### config.mk
export PLATFORM = sky130hd
export DESIGN_NAME = game_cmd_driver
export DESIGN_NICKNAME = d
export VERILOG_FILES = /design/src/rtl/game_pkg.sv /design/src/rtl/cmd_fifo.sv /design/src/rtl/game_cmd_driver.sv
export SDC_FILE = /design/constraint.sdc
export NUM_CORES = 1
export LEC_CHECK = 0
export ABC_AREA = 1
export CAP_MARGIN = 20
export CORE_UTILIZATION = 45
export DETAILED_ROUTE_END_ITERATION = 6
export PLACE_DENSITY = 0.71
export RECOVER_POWER = 50
export SYNTH_ARGS = -nofsm -noshare
export SYNTH_HDL_FRONTEND = slang
export SYNTH_SLANG_ARGS = --single-unit
### constraint.sdc
create_clock -name clk -period 4.9 [get_ports clk]
set_clock_uncertainty 0.2 [all_clocks]
set_input_delay 0.98 -clock clk [delete_from_list [all_inputs] [get_ports clk]]
set_output_delay 0.98 -clock clk [all_outputs]
set_load 0.01 [all_outputs]
### src/rtl/game_pkg.sv
// Shared types for the counter-game command path: op codes, driver states, command record.
package game_pkg;

  localparam int SIZE  = 4;
  localparam int REP_W = 4;

  typedef enum logic [1:0] {
    OP_INC1 = 2'b00,
    OP_INC2 = 2'b01,
    OP_DEC1 = 2'b10,
    OP_DEC2 = 2'b11
  } op_e;

  typedef enum logic [1:0] {
    IDLE  = 2'd0,
    APPLY = 2'd1,
    FLUSH = 2'd2
  } drv_state_e;

  typedef struct packed {
    logic             load;
    op_e              op;
    logic [SIZE-1:0]  value;
    logic [REP_W-1:0] reps;
  } game_cmd_t;

  function automatic logic [7:0] sat_add8(input logic [7:0] a, input logic [7:0] b);
    logic [8:0] s;
    s = {1'b0, a} + {1'b0, b};
    return s[8] ? 8'hFF : s[7:0];
  endfunction

endpackage

### src/rtl/cmd_fifo.sv
// Generic FIFO, wrap-bit pointers, head visible combinationally; push ignored when full.
// Synchronous flush empties it at the edge and takes priority over push/pop.
module cmd_fifo #(
  parameter int  DEPTH = 4,
  parameter type T     = logic [7:0]
) (
  input  logic                   clk,
  input  logic                   reset,
  input  logic                   push,
  input  T                       push_dat,
  input  logic                   pop,
  input  logic                   flush,
  output T                       head_dat,
  output logic                   full,
  output logic                   empty,
  output logic [$clog2(DEPTH):0] count
);

  localparam int AW = $clog2(DEPTH);

  T           mem_q [DEPTH];
  logic [AW:0] wr_q, rd_q;
  logic        do_push, do_pop;

  assign do_push  = push && !full && !flush;
  assign do_pop   = pop && !empty && !flush;
  assign count    = wr_q - rd_q;
  assign empty    = (wr_q == rd_q);
  assign full     = (wr_q[AW] != rd_q[AW]) && (wr_q[AW-1:0] == rd_q[AW-1:0]);
  assign head_dat = mem_q[rd_q[AW-1:0]];

  always_ff @(posedge clk or posedge reset) begin
    if (reset) begin
      wr_q <= '0;
      rd_q <= '0;
    end else if (flush) begin
      wr_q <= '0;
      rd_q <= '0;
    end else begin
      if (do_push) wr_q <= wr_q + 1'b1;
      if (do_pop)  rd_q <= rd_q + 1'b1;
    end
  end

  always_ff @(posedge clk) begin
    if (do_push) mem_q[wr_q[AW-1:0]] <= push_dat;
  end

endmodule

### src/rtl/game_cmd_driver.sv
// Replays queued host moves onto the counter pins; first outputs one edge after accept, no gaps.
// cmd_ready falls when the queue is full or while waiting out a game-over flush.
module game_cmd_driver
  import game_pkg::*;
#(
  parameter int SIZE  = game_pkg::SIZE,
  parameter int DEPTH = 4,
  parameter int REP_W = game_pkg::REP_W
) (
  input  logic             clk,
  input  logic             reset,
  input  logic             cmd_valid,
  output logic             cmd_ready,
  input  logic             cmd_load,
  input  logic [1:0]       cmd_op,
  input  logic [SIZE-1:0]  cmd_value,
  input  logic [REP_W-1:0] cmd_reps,
  input  logic             GAMEOVER,
  input  logic             game_reset,
  output logic [1:0]       control,
  output logic             INIT_c,
  output logic [SIZE-1:0]  INIT_l,
  output logic             busy,
  output logic [7:0]       dropped
);

  localparam int CW = $clog2(DEPTH) + 1;

  drv_state_e       state_q, state_d;
  logic             seen_rst_q, seen_rst_d;
  game_cmd_t        push_dat, head_dat;
  logic             pop, flush, fifo_full, fifo_empty;
  logic [CW-1:0]    fifo_cnt;
  logic             hs, cmd_done;
  logic [REP_W-1:0] rep_q, rep_d;
  logic [1:0]       control_q, control_d;
  logic             init_c_q, init_c_d;
  logic [SIZE-1:0]  init_l_q, init_l_d;
  logic             busy_q, busy_d;
  logic [7:0]       dropped_q, dropped_d;

  assign cmd_ready = !fifo_full && (state_q != FLUSH);
  assign hs        = cmd_valid && cmd_ready;
  assign push_dat  = '{load: cmd_load, op: op_e'(cmd_op), value: cmd_value, reps: cmd_reps};
  assign cmd_done  = (rep_q == '0);

  cmd_fifo #(
    .DEPTH (DEPTH),
    .T     (game_cmd_t)
  ) u_fifo (
    .clk      (clk),
    .reset    (reset),
    .push     (hs),
    .push_dat (push_dat),
    .pop      (pop),
    .flush    (flush),
    .head_dat (head_dat),
    .full     (fifo_full),
    .empty    (fifo_empty),
    .count    (fifo_cnt)
  );

  always_ff @(posedge clk or posedge reset) begin
    if (reset) begin
      state_q    <= IDLE;
      seen_rst_q <= 1'b0;
    end else begin
      state_q    <= state_d;
      seen_rst_q <= seen_rst_d;
    end
  end

  // FLUSH exits only after game_reset has been seen high and then low.
  always_comb begin
    state_d    = state_q;
    seen_rst_d = seen_rst_q;
    unique case (state_q)
      IDLE: begin
        if (GAMEOVER)         state_d = FLUSH;
        else if (!fifo_empty) state_d = APPLY;
      end
      APPLY: begin
        if (GAMEOVER)                    state_d = FLUSH;
        else if (cmd_done && fifo_empty) state_d = IDLE;
      end
      FLUSH: begin
        if (game_reset) begin
          seen_rst_d = 1'b1;
        end else if (seen_rst_q) begin
          seen_rst_d = 1'b0;
          state_d    = IDLE;
        end
      end
      default: state_d = IDLE;
    endcase
  end

  always_comb begin
    control_d = control_q;
    init_c_d  = init_c_q;
    init_l_d  = init_l_q;
    busy_d    = busy_q;
    rep_d     = rep_q;
    dropped_d = dropped_q;
    pop       = 1'b0;
    flush     = 1'b0;
    unique case (state_q)
      IDLE, APPLY: begin
        if (GAMEOVER) begin
          flush     = 1'b1;
          init_c_d  = 1'b0;
          busy_d    = 1'b0;
          dropped_d = sat_add8(dropped_q,
                               8'(fifo_cnt) + 8'(state_q == APPLY) + 8'(hs));
        end else if (state_q == IDLE || cmd_done) begin
          if (!fifo_empty) begin
            pop       = 1'b1;
            busy_d    = 1'b1;
            control_d = head_dat.op;
            init_c_d  = head_dat.load;
            init_l_d  = head_dat.load ? head_dat.value : init_l_q;
            rep_d     = head_dat.load ? '0 : head_dat.reps;
          end else begin
            busy_d   = 1'b0;
            init_c_d = 1'b0;
          end
        end else begin
          rep_d = rep_q - 1'b1;
        end
      end
      default: begin
        init_c_d = 1'b0;
        busy_d   = 1'b0;
      end
    endcase
  end

  always_ff @(posedge clk or posedge reset) begin
    if (reset) begin
      control_q <= 2'b00;
      init_c_q  <= 1'b0;
      init_l_q  <= '0;
      busy_q    <= 1'b0;
      rep_q     <= '0;
      dropped_q <= 8'd0;
    end else begin
      control_q <= control_d;
      init_c_q  <= init_c_d;
      init_l_q  <= init_l_d;
      busy_q    <= busy_d;
      rep_q     <= rep_d;
      dropped_q <= dropped_d;
    end
  end

  assign control = control_q;
  assign INIT_c  = init_c_q;
  assign INIT_l  = init_l_q;
  assign busy    = busy_q;
  assign dropped = dropped_q;

endmodule

### Yosys cells after proc, flatten, opt, wreduce, memory -nomap -nowiden

Memories as Yosys holds them, arrays and structs flattened.
Cells that the tools add are included.

* register bits: 29
* RAM bits: 44
* input port bits: 16
* output and inout bits: 17
* memories kept: 1

* $add $sub $neg: 7
* equal/unequal tests: 12
* multiplexer cells: 31
* bitwise gates (word level): 2
* reduce and logical (&&, ||, !) cells: 22

Memories
* u_fifo.mem_q: depth 4, width 11, rd ports 1, clocked after memory_dff 0, write ports 1, line cmd_fifo.sv:21 `T mem_q [DEPTH];`

Operators by type and width (number)
* 1-bit two-way mux: 16
* 2-bit two-way mux: 6
* 3-bit two-way mux: 4
* 4-bit two-way mux: 3
* 8-bit by 5-bit adder with 9-bit output: 1
* 3-bit inequality test (second input constant): 3
* 1-bit logical AND: 8
* 8-bit two-way mux: 1
* 2-bit inequality test (second input constant): 4
* 4-bit AND reduction: 2
* 3-bit by 1-bit adder with 3-bit output (second input constant): 2
* 2-bit one-hot mux with 3 select lines: 1
* 4-bit by 1-bit adder with 5-bit output: 1
* 5-bit AND reduction: 1
* 3-bit by 1-bit adder with 4-bit output: 1
* 4-bit zero test: 1
* 2-bit nonzero test: 2
* 4-bit by 1-bit subtractor with 4-bit output (second input constant): 1
* 3-bit == test: 1
* 1-bit zero test: 3
* 3-bit AND reduction: 1
* 3-bit subtractor: 1
* 2-bit by 1-bit == test with 1-bit output (second input constant): 1
* 2-bit == test: 1
* other kinds (7): 8

### Depth between registers and ports, before layout

Gate-level depths: netlist of the first run.

* depth in word-level cells: 9
* gate-level depth with buffers: 16
* mapped depth without buffers: 15

### Cells and area by module

From an unflattened synthesis of the first run, not the netlist that was laid out.

* cell total of the unflattened synthesis: 343
* area, all modules: 3489.6 µm²

Modules (own cells, without submodules)
* cmd_fifo: instances 1, cells an instance 178, area an instance 2154.6 µm²
* game_cmd_driver: instances 1, cells an instance 165, area an instance 1335.0 µm²

### Least setup slack after synthesis of the first run

No wires, ideal clock.

* path type: register to register
* from: register u_fifo.wr_q[0]
* to: register dropped_q[5], in the netlist dropped[5]
* data arrival time: 2.404 ns
* required time: 4.573 ns
* slack: 2.170 ns
* cell stages (with the launch flop): 13
* path through: dfrtp_1 inv_1 ha_1 inv_1 fa_1 xor2_1 ha_1 ha_1 or2_2 nand3b_1 nand2_1 nand3_1 nand3_1

* longest elaborated chain between the ends: 8
* elaborated cells on any way between the ends: 10

Ends and longest elaborated chain
* start: declaration: line cmd_fifo.sv:22 `logic [AW:0] wr_q, rd_q;`
* start signal: assignment: line cmd_fifo.sv:40 `if (do_push) wr_q <= wr_q + 1'b1;`
* parallel branches: the longest is 5 deep, another holds 3-bit by 1-bit adder with 4-bit output
* 4-bit by 1-bit adder with 5-bit output *: line game_cmd_driver.sv:114 `8'(fifo_cnt) + 8'(state_q == APPLY) + 8'(hs));`
* 8-bit by 5-bit adder with 9-bit output *: line game_pkg.sv:29 `s = {1'b0, a} + {1'b0, b};`
* 8-bit two-way mux *: line game_pkg.sv:30 `return s[8] ? 8'hFF : s[7:0];`
* end signal: assignment: line game_cmd_driver.sv:152 `dropped_q <= dropped_d;`
* end: declaration: line game_cmd_driver.sv:40 `logic [7:0] dropped_q, dropped_d;`

Mark *: on every way between the ends.
A chain may end at the register's enable or synchronous reset.

### Worst setup path after layout of the first run

* from: register u_fifo.rd_q[1]
* to: output cmd_ready

* longest elaborated chain between the ends: 4

Ends and longest elaborated chain
* start: declaration: line cmd_fifo.sv:22
* start signal: assignment: line cmd_fifo.sv:41 `if (do_pop) rd_q <= rd_q + 1'b1;`
* 2-bit == test: line cmd_fifo.sv:29 `assign full = (wr_q[AW] != rd_q[AW]) && (wr_q[AW-1:0] == rd_q[AW-1:0]);`
* 1-bit logical AND: line cmd_fifo.sv:29
* 1-bit zero test: line game_cmd_driver.sv:42 `assign cmd_ready = !fifo_full && (state_q != FLUSH);`
* 1-bit logical AND: line game_cmd_driver.sv:42
* end: declaration: line game_cmd_driver.sv:13 `output logic cmd_ready,`

Every way passes these cells.

==> results of run 1 <==
worst reg2reg max path, stage by stage, from the launching register on:
cell,delay [ns]
dfrtp_1,0.61
inv_1,0.37
ha_1,0.40
nand2_1,0.07
nor2_2,0.11
nor2_1,0.11
nand2_4,0.11
inv_2,0.06
ha_1,0.20
fa_1,0.42
nand3_1,0.10
nand2_1,0.10
nand2_1,0.12
nand2_1,0.08
nor2_1,0.10
a21oi_1,0.05
registers in the layout (all words and copies together), names as in the netlist:
name / flops
dropped: 8
seen_rst_q: 1
busy: 1
u_fifo.rd_q: 3
u_fifo.mem_q: 44
state_q: 2
control: 2
INIT_c: 1
INIT_l: 4
rep_q: 4
u_fifo.wr_q: 3
final timing paths:
kind                       slack [ns]  cells after the start      startpoint        endpoint
setup / recovery                 0.91                      6  u_fifo.rd_q[1]       cmd_ready
hold / removal                   0.28                      2       INIT_l[3]       INIT_l[3]
setup reg to reg                 1.57                     15  u_fifo.rd_q[1]      dropped[0]
hold reg to reg                  0.28                      2       INIT_l[3]       INIT_l[3]
max in group asynchronous        2.12                      3           reset  u_fifo.wr_q[0]
min in group asynchronous        1.43                      3           reset        rep_q[3]
logic make-up (layout without fill, tap and decap cells):
group	after synthesis	after routing	share of synthesized area [%]
simple gates	183	183	24.54
flops	73	73	57.28
buf+inv	56	97	6.162
compound gates	30	30	4.447
fa+ha+maj	17	17	6.583
xor+xnor	4	4	0.9806
final cells by class:
| class | instances | area [sq um] | share of cell area, % |
|---|---|---|---|
| clock buffers | 9 | 123.9 | 2.994 |
| inverters | 48 | 180.2 | 4.354 |
| flip-flops and latches | 73 | 2047 | 49.47 |
| repair buffers | 33 | 324.1 | 7.832 |
| multi-input cells | 234 | 1274 | 30.78 |
| well taps | 102 | 127.6 | 3.084 |
| clock inverters | 7 | 61.31 | 1.482 |
layer usage:
layer	routed length (microns)	track usage, %	vias up
met3	322	3.769	6
met2	3202	27.78	65
met5	0	0	-
met4	64	8.995	0
li1	-	-	1255
met1	3180	24.50	1151
synthesized netlist by cell type:
cell      number  area (sq um)
a21oi_1        3         15.01
a31oi_1        1         6.260
buf_1          1         3.750
buf_2          5         25.02
buf_4          1         7.510
clkbuf_1       1         3.750
dfrtp_1       29         725.7
edfxtp_1      44          1321
fa_1           3         60.06
ha_1          14         175.2
inv_1         45         168.9
inv_2          3         11.26
nand2_1       90         337.8
nand2_2        7         43.79
nand2_4        6         67.56
nand3_1       32         160.2
nand3_2        1         10.01
nand3_4        1         17.52
nand3b_1       2         15.01
nand4_1        3         18.77
nor2_1        25         93.84
nor2_2         6         37.54
nor2_4         3         33.78
nor3_1         2         10.01
o21ai_0       17         85.08
o21ai_1        3         15.01
o22ai_1        6         37.54
or2_1          2         12.51
or2_2          3         18.77
xnor2_1        2         17.52
xor2_1         2         17.52
report_power, final:
part | switching [mW] | leakage, nW | internal (mW)
Sequential | 0.111 | 0.763 | 0.807
Clock | 0.250 | 0.0888 | 0.193
Combinational | 0.714 | 0.990 | 0.501
Total | 1.07 | 1.84 | 1.50
==> flow_metrics.env, run 1 <==
export IMPL_status="finished with violations"
export IMPL_failed_checks="capacitance limit, slew limit"
export IMPL_rows=32
export IMPL_first_global_vias=2370
export IMPL_cts_buffers=9
export IMPL_track_usage_pct=18.13
export IMPL_grt_pass1_wl_microns=11370
export IMPL_cts_root_buffer="clkbuf_8"
export IMPL_worstPathMaxFanout=14
export IMPL_syn_instance_count=363
export IMPL_path_cells="inv_1 > ha_1 > nand2_1 > nor2_2 > nor2_1 > clkdlybuf4s50_1"
export IMPL_synth_seq_cells=73
export IMPL_clock_fmax_mhz=250.6
export IMPL_cts_hold_fix_buffers=0
export IMPL_layout_commonest_cell="nand2_1"
export IMPL_initial_core_util_pct=46.48
export IMPL_synth_avg_cell_area_sq_um=9.844
export IMPL_finalSetupTns_ns=0
export IMPL_drive_gt1_share_pct=10.15
export IMPL_coreArea_sq_mm=0.007687
export IMPL_port_buffers=32
export IMPL_slew_headroom_pct=-8.744
export IMPL_rsz0062_at_grt="false"
export IMPL_irDropWorstVdd_mv=0.2952
export IMPL_synth_seq_area_share_pct=57.28
export IMPL_stdcell_count=506
export IMPL_clockBufferDepth=2
export IMPL_syn_to_final_growth_pct=15.79
export IMPL_pre_cts_slack_ns=1.549
export IMPL_final_util_pct=53.82
export IMPL_die_x_microns=91.11
export IMPL_wl_per_cell_microns=13.38
export IMPL_min_period_over_period_pct=81.43
export IMPL_start_kind="flop"
export IMPL_fin_hold_ws_ns=0.2756
export IMPL_crit_type="reg -> out"
export IMPL_worstMarginPinSlew_ns=1.631
export IMPL_drcViolationCount=0
export IMPL_synth_area_sq_mm=0.003573
export IMPL_crit_arrival_ns=2.81
export IMPL_worst_slack_ns=0.9101
export IMPL_final_cell_mix="nand2_1, inv_1, edfxtp_1, nand3_1, dfrtp_1"
export IMPL_finalHoldViolations=0
export IMPL_critical_path_top_delay_family="buffers and inverters"
export IMPL_endpoint_kind="output pin"
export IMPL_path_buf_inv=2
export IMPL_die_area_sq_mm=0.008301
export IMPL_cts_resized_gates=0
export IMPL_clock_sinks=73
export IMPL_place_area_sq_mm=0.003989
export IMPL_cts_setup_buffers=0
export IMPL_die_h_microns=91.11
export IMPL_yosys_warnings=0
export IMPL_fillers=694
export IMPL_antennaDiodeCount=0
export IMPL_worstPathRequired_ns=3.72
export IMPL_num_vias=2477
export IMPL_synth_nets=396
export IMPL_max_stage_delay_ns=0.62
export IMPL_dp_hpwl_microns=4665
export IMPL_finalWirelength_microns=6770
export IMPL_antenna_found_initial=0
export IMPL_viasPerCell=4.895
export IMPL_antenna_left=0
export IMPL_place_gp_congestion=0.7969
export IMPL_p_total_mw=2.575
export IMPL_cts_clk_slew_worst_paths_ns=0.08
export IMPL_grt_remaining_overflow=0
export IMPL_p_per_area_mw_per_mm2=622.4
export IMPL_cts_htree_levels=3
export IMPL_clock_latency_ns=0.35
export IMPL_period_needed_ns=3.990
export IMPL_cts_tree="yes"
export IMPL_final_max_slew_viol_count=30
export IMPL_grt_max_degree=30
export IMPL_dp_cells=490
export IMPL_drtPass1Iterations=4
export IMPL_drtIter0Drc=135
export IMPL_cap_violations=1
export IMPL_design_area_sq_mm=0.004138
export IMPL_io_pins=33
export IMPL_synth_cell_type_count=31
export IMPL_slowest_stage="clkdlybuf4s50_1"
export IMPL_hold_class="reg -> reg"
export IMPL_p_leak_nw=1.841
export IMPL_setup_viol=0
export IMPL_final_nets=432
Note: power is estimated with default switching activity, not from simulation.
==> run 2, diff against run 1 <==
Clock period 4.9 ns to 3.8 ns, I/O delays scaled along.
==> run 2 against run 1 <==
Net effect:
- the run still ends with capacitance limit, slew limit left
- sequential power up 28%
- design area up 0.85%
- register-to-register slack worse by 0.91 ns
- sequential share of layout area down 0.42 points
- global-route usage up 0.97 points
- die area unchanged
- power up 33%
- critical path type unchanged
- critical endpoint unchanged
==> flow_metrics.env, run 2 (synthesis results as in run 1) <==
export IMPL_rows=32
export IMPL_place_gp_congestion=0.8157
export IMPL_initial_core_util_pct=46.48
export IMPL_viasPerCell=4.937
export IMPL_reg2regPathDepth=15
export IMPL_port_buffers=32
export IMPL_pre_cts_slack_ns=0.7941
export IMPL_clockBufferDepth=2
export IMPL_num_vias=2508
export IMPL_worst_slack_ns=0.5429
export IMPL_multi_input_area_sq_mm=0.001271
export IMPL_drive_gt1_share_pct=10.34
export IMPL_design_area_sq_mm=0.004173
export IMPL_worstPathMaxFanout=13
export IMPL_wl_per_cell_microns=13.83
export IMPL_cap_violations=1
export IMPL_endpoint_kind="output pin"
export IMPL_min_period_over_period_pct=85.71
export IMPL_grt_pass1_wl_microns=12130
export IMPL_r2r_end="dropped[0]"
export IMPL_r2r_start="u_fifo.rd_q[1]"
export IMPL_finalHoldViolations=0
export IMPL_cts_setup_buffers=0
export IMPL_start_kind="flop"
export IMPL_cts_resized_gates=0
export IMPL_clock_sinks=73
export IMPL_period_needed_ns=3.257
export IMPL_power_share_switching_pct=41.16
export IMPL_p_int_mw=2.017
export IMPL_antenna_left=0
export IMPL_p_total_mw=3.428
export IMPL_largest_register_ff_count=44
export IMPL_share_comb_of_total_power_pct=47.2
export IMPL_worstMarginPinSlew_ns=1.793
export IMPL_final_cell_mix="nand2_1, inv_1, edfxtp_1, nand3_1, dfrtp_1"
export IMPL_drcViolationCount=0
export IMPL_setup_viol=0
export IMPL_cts_tree="yes"
export IMPL_hold_depth=2
export IMPL_p_leak_nw=1.862
export IMPL_pwr_share_seq_pct=34.2
export IMPL_crit_arrival_ns=2.30
export IMPL_layout_area_seq_sq_mm=0.002047
export IMPL_final_nets=434
export IMPL_finalSetupTns_ns=0
export IMPL_place_area_sq_mm=0.004004
export IMPL_hold_class="reg -> reg"
export IMPL_cts_buffers=9
export IMPL_antenna_found_initial=0
export IMPL_cts_htree_levels=3
export IMPL_cts_clk_slew_worst_paths_ns=0.09
export IMPL_die_h_microns=91.11
export IMPL_die_area_sq_mm=0.008301
export IMPL_cts_root_buffer="clkbuf_8"
export IMPL_min_from="INIT_l[0]"
export IMPL_grt_max_degree=30
export IMPL_track_usage_pct=19.10
export IMPL_clock_latency_ns=0.35
export IMPL_coreArea_sq_mm=0.007687
export IMPL_die_x_microns=91.11
export IMPL_slew_headroom_pct=-19.51
export IMPL_worstPathRequired_ns=2.84
export IMPL_cts_hold_fix_buffers=0
export IMPL_final_max_slew_viol_count=30
export IMPL_irDropWorstVdd_mv=0.3064
export IMPL_drtPass1Iterations=4
export IMPL_hold_end="INIT_l[0]"
export IMPL_p_per_area_mw_per_mm2=821.5
export IMPL_io_pins=33
export IMPL_first_global_vias=2465
export IMPL_final_util_pct=54.28
export IMPL_power_switching_mw=1.411
export IMPL_crit_type="reg -> out"
export IMPL_clock_fmax_mhz=307.0
export IMPL_r2r_setup_slack_ns=0.66
export IMPL_rsz0062_at_grt="false"
export IMPL_drtIter0Drc=115
export IMPL_finalWirelength_microns=7026
export IMPL_failed_checks="capacitance limit, slew limit"
export IMPL_dp_hpwl_microns=4725
export IMPL_status="finished with violations"
export IMPL_fillers=691
export IMPL_layout_commonest_cell="nand2_1"
export IMPL_syn_to_final_growth_pct=16.77
export IMPL_clock_power_share_pct=18.6
export IMPL_antennaDiodeCount=0
export IMPL_grt_remaining_overflow=0
run 2: changes by cell type in the layout (fill, tap and decap cells not counted):
cell | previous run | this run
bufinv_16 | 0 | 1
dlygate4sd3_1 | 13 | 12
clkdlybuf4s50_1 | 19 | 20
clkinvlp_4 | 2 | 1
nand2_4 | 5 | 4
nor2_2 | 6 | 5
nor2_4 | 2 | 3
buf_4 | 0 | 2
nand2_1 | 93 | 94
run 2: worst max path at each step:
stage / start / to / slack [ns] / cells after the start
final: u_fifo.rd_q[1] / cmd_ready / 0.54 / 6
after global routing: u_fifo.rd_q[1] / cmd_ready / 0.42 / 6
after CTS: u_fifo.rd_q[1] / cmd_ready / 0.49 / 6
after detailed placement: u_fifo.rd_q[1] / dropped[5] / 0.79 / 10
after global placement: u_fifo.rd_q[1] / dropped[5] / 0.85 / 10
after floorplan: u_fifo.wr_q[0] / dropped[5] / 1.07 / 12
run 2: power by group through the flow:
stage                     combinational [mW]  sequential [mW]  clock, mW
after floorplan                         1.19             1.18          0
after global placement                  1.63             1.18          0
after detailed placement                1.66             1.19          0
after CTS                               1.68             1.17      0.650
after global routing                    1.83             1.20      0.686
final                                   1.62             1.17      0.638
run 2: critical path, stage by stage, from the launching register on:
cell,delay [ns]
dfrtp_1,0.62
inv_1,0.17
ha_1,0.32
nand2_1,0.08
nor2_1,0.07
nor2_4,0.12
clkdlybuf4s50_1,0.55
run 2: cell type report:
class | instances | share of cell area (%)
Tap cell | 102 | 3.058
Timing Repair Buffer | 35 | 8.126
Clock buffer | 9 | 2.969
Clock inverter | 7 | 2.009
Multi-Input combinational cell | 234 | 30.46
Sequential cell | 73 | 49.06
Inverter | 48 | 4.318
run 2: per-layer routing:
layer / share of wire [%] / vias to the layer above / global-route usage [%]
met5: 0 / - / 0
met4: 1.4 / 0 / 6.746
met3: 3.4 / 9 / 4.188
met2: 47 / 43 / 30.43
met1: 49 / 1199 / 25.80
li1: - / 1257 / -
run 2: through the flow:
| stage | std cells | hold slack [ns] |
|---|---|---|
| global route | 508 | 0.3063 |
| detailed placement | 492 | 0.2617 |
| CTS | 508 | 0.2841 |
| finish | 508 | 0.2882 |
| global placement | 492 | 0.2615 |
| floorplan | 363 | 0.2755 |
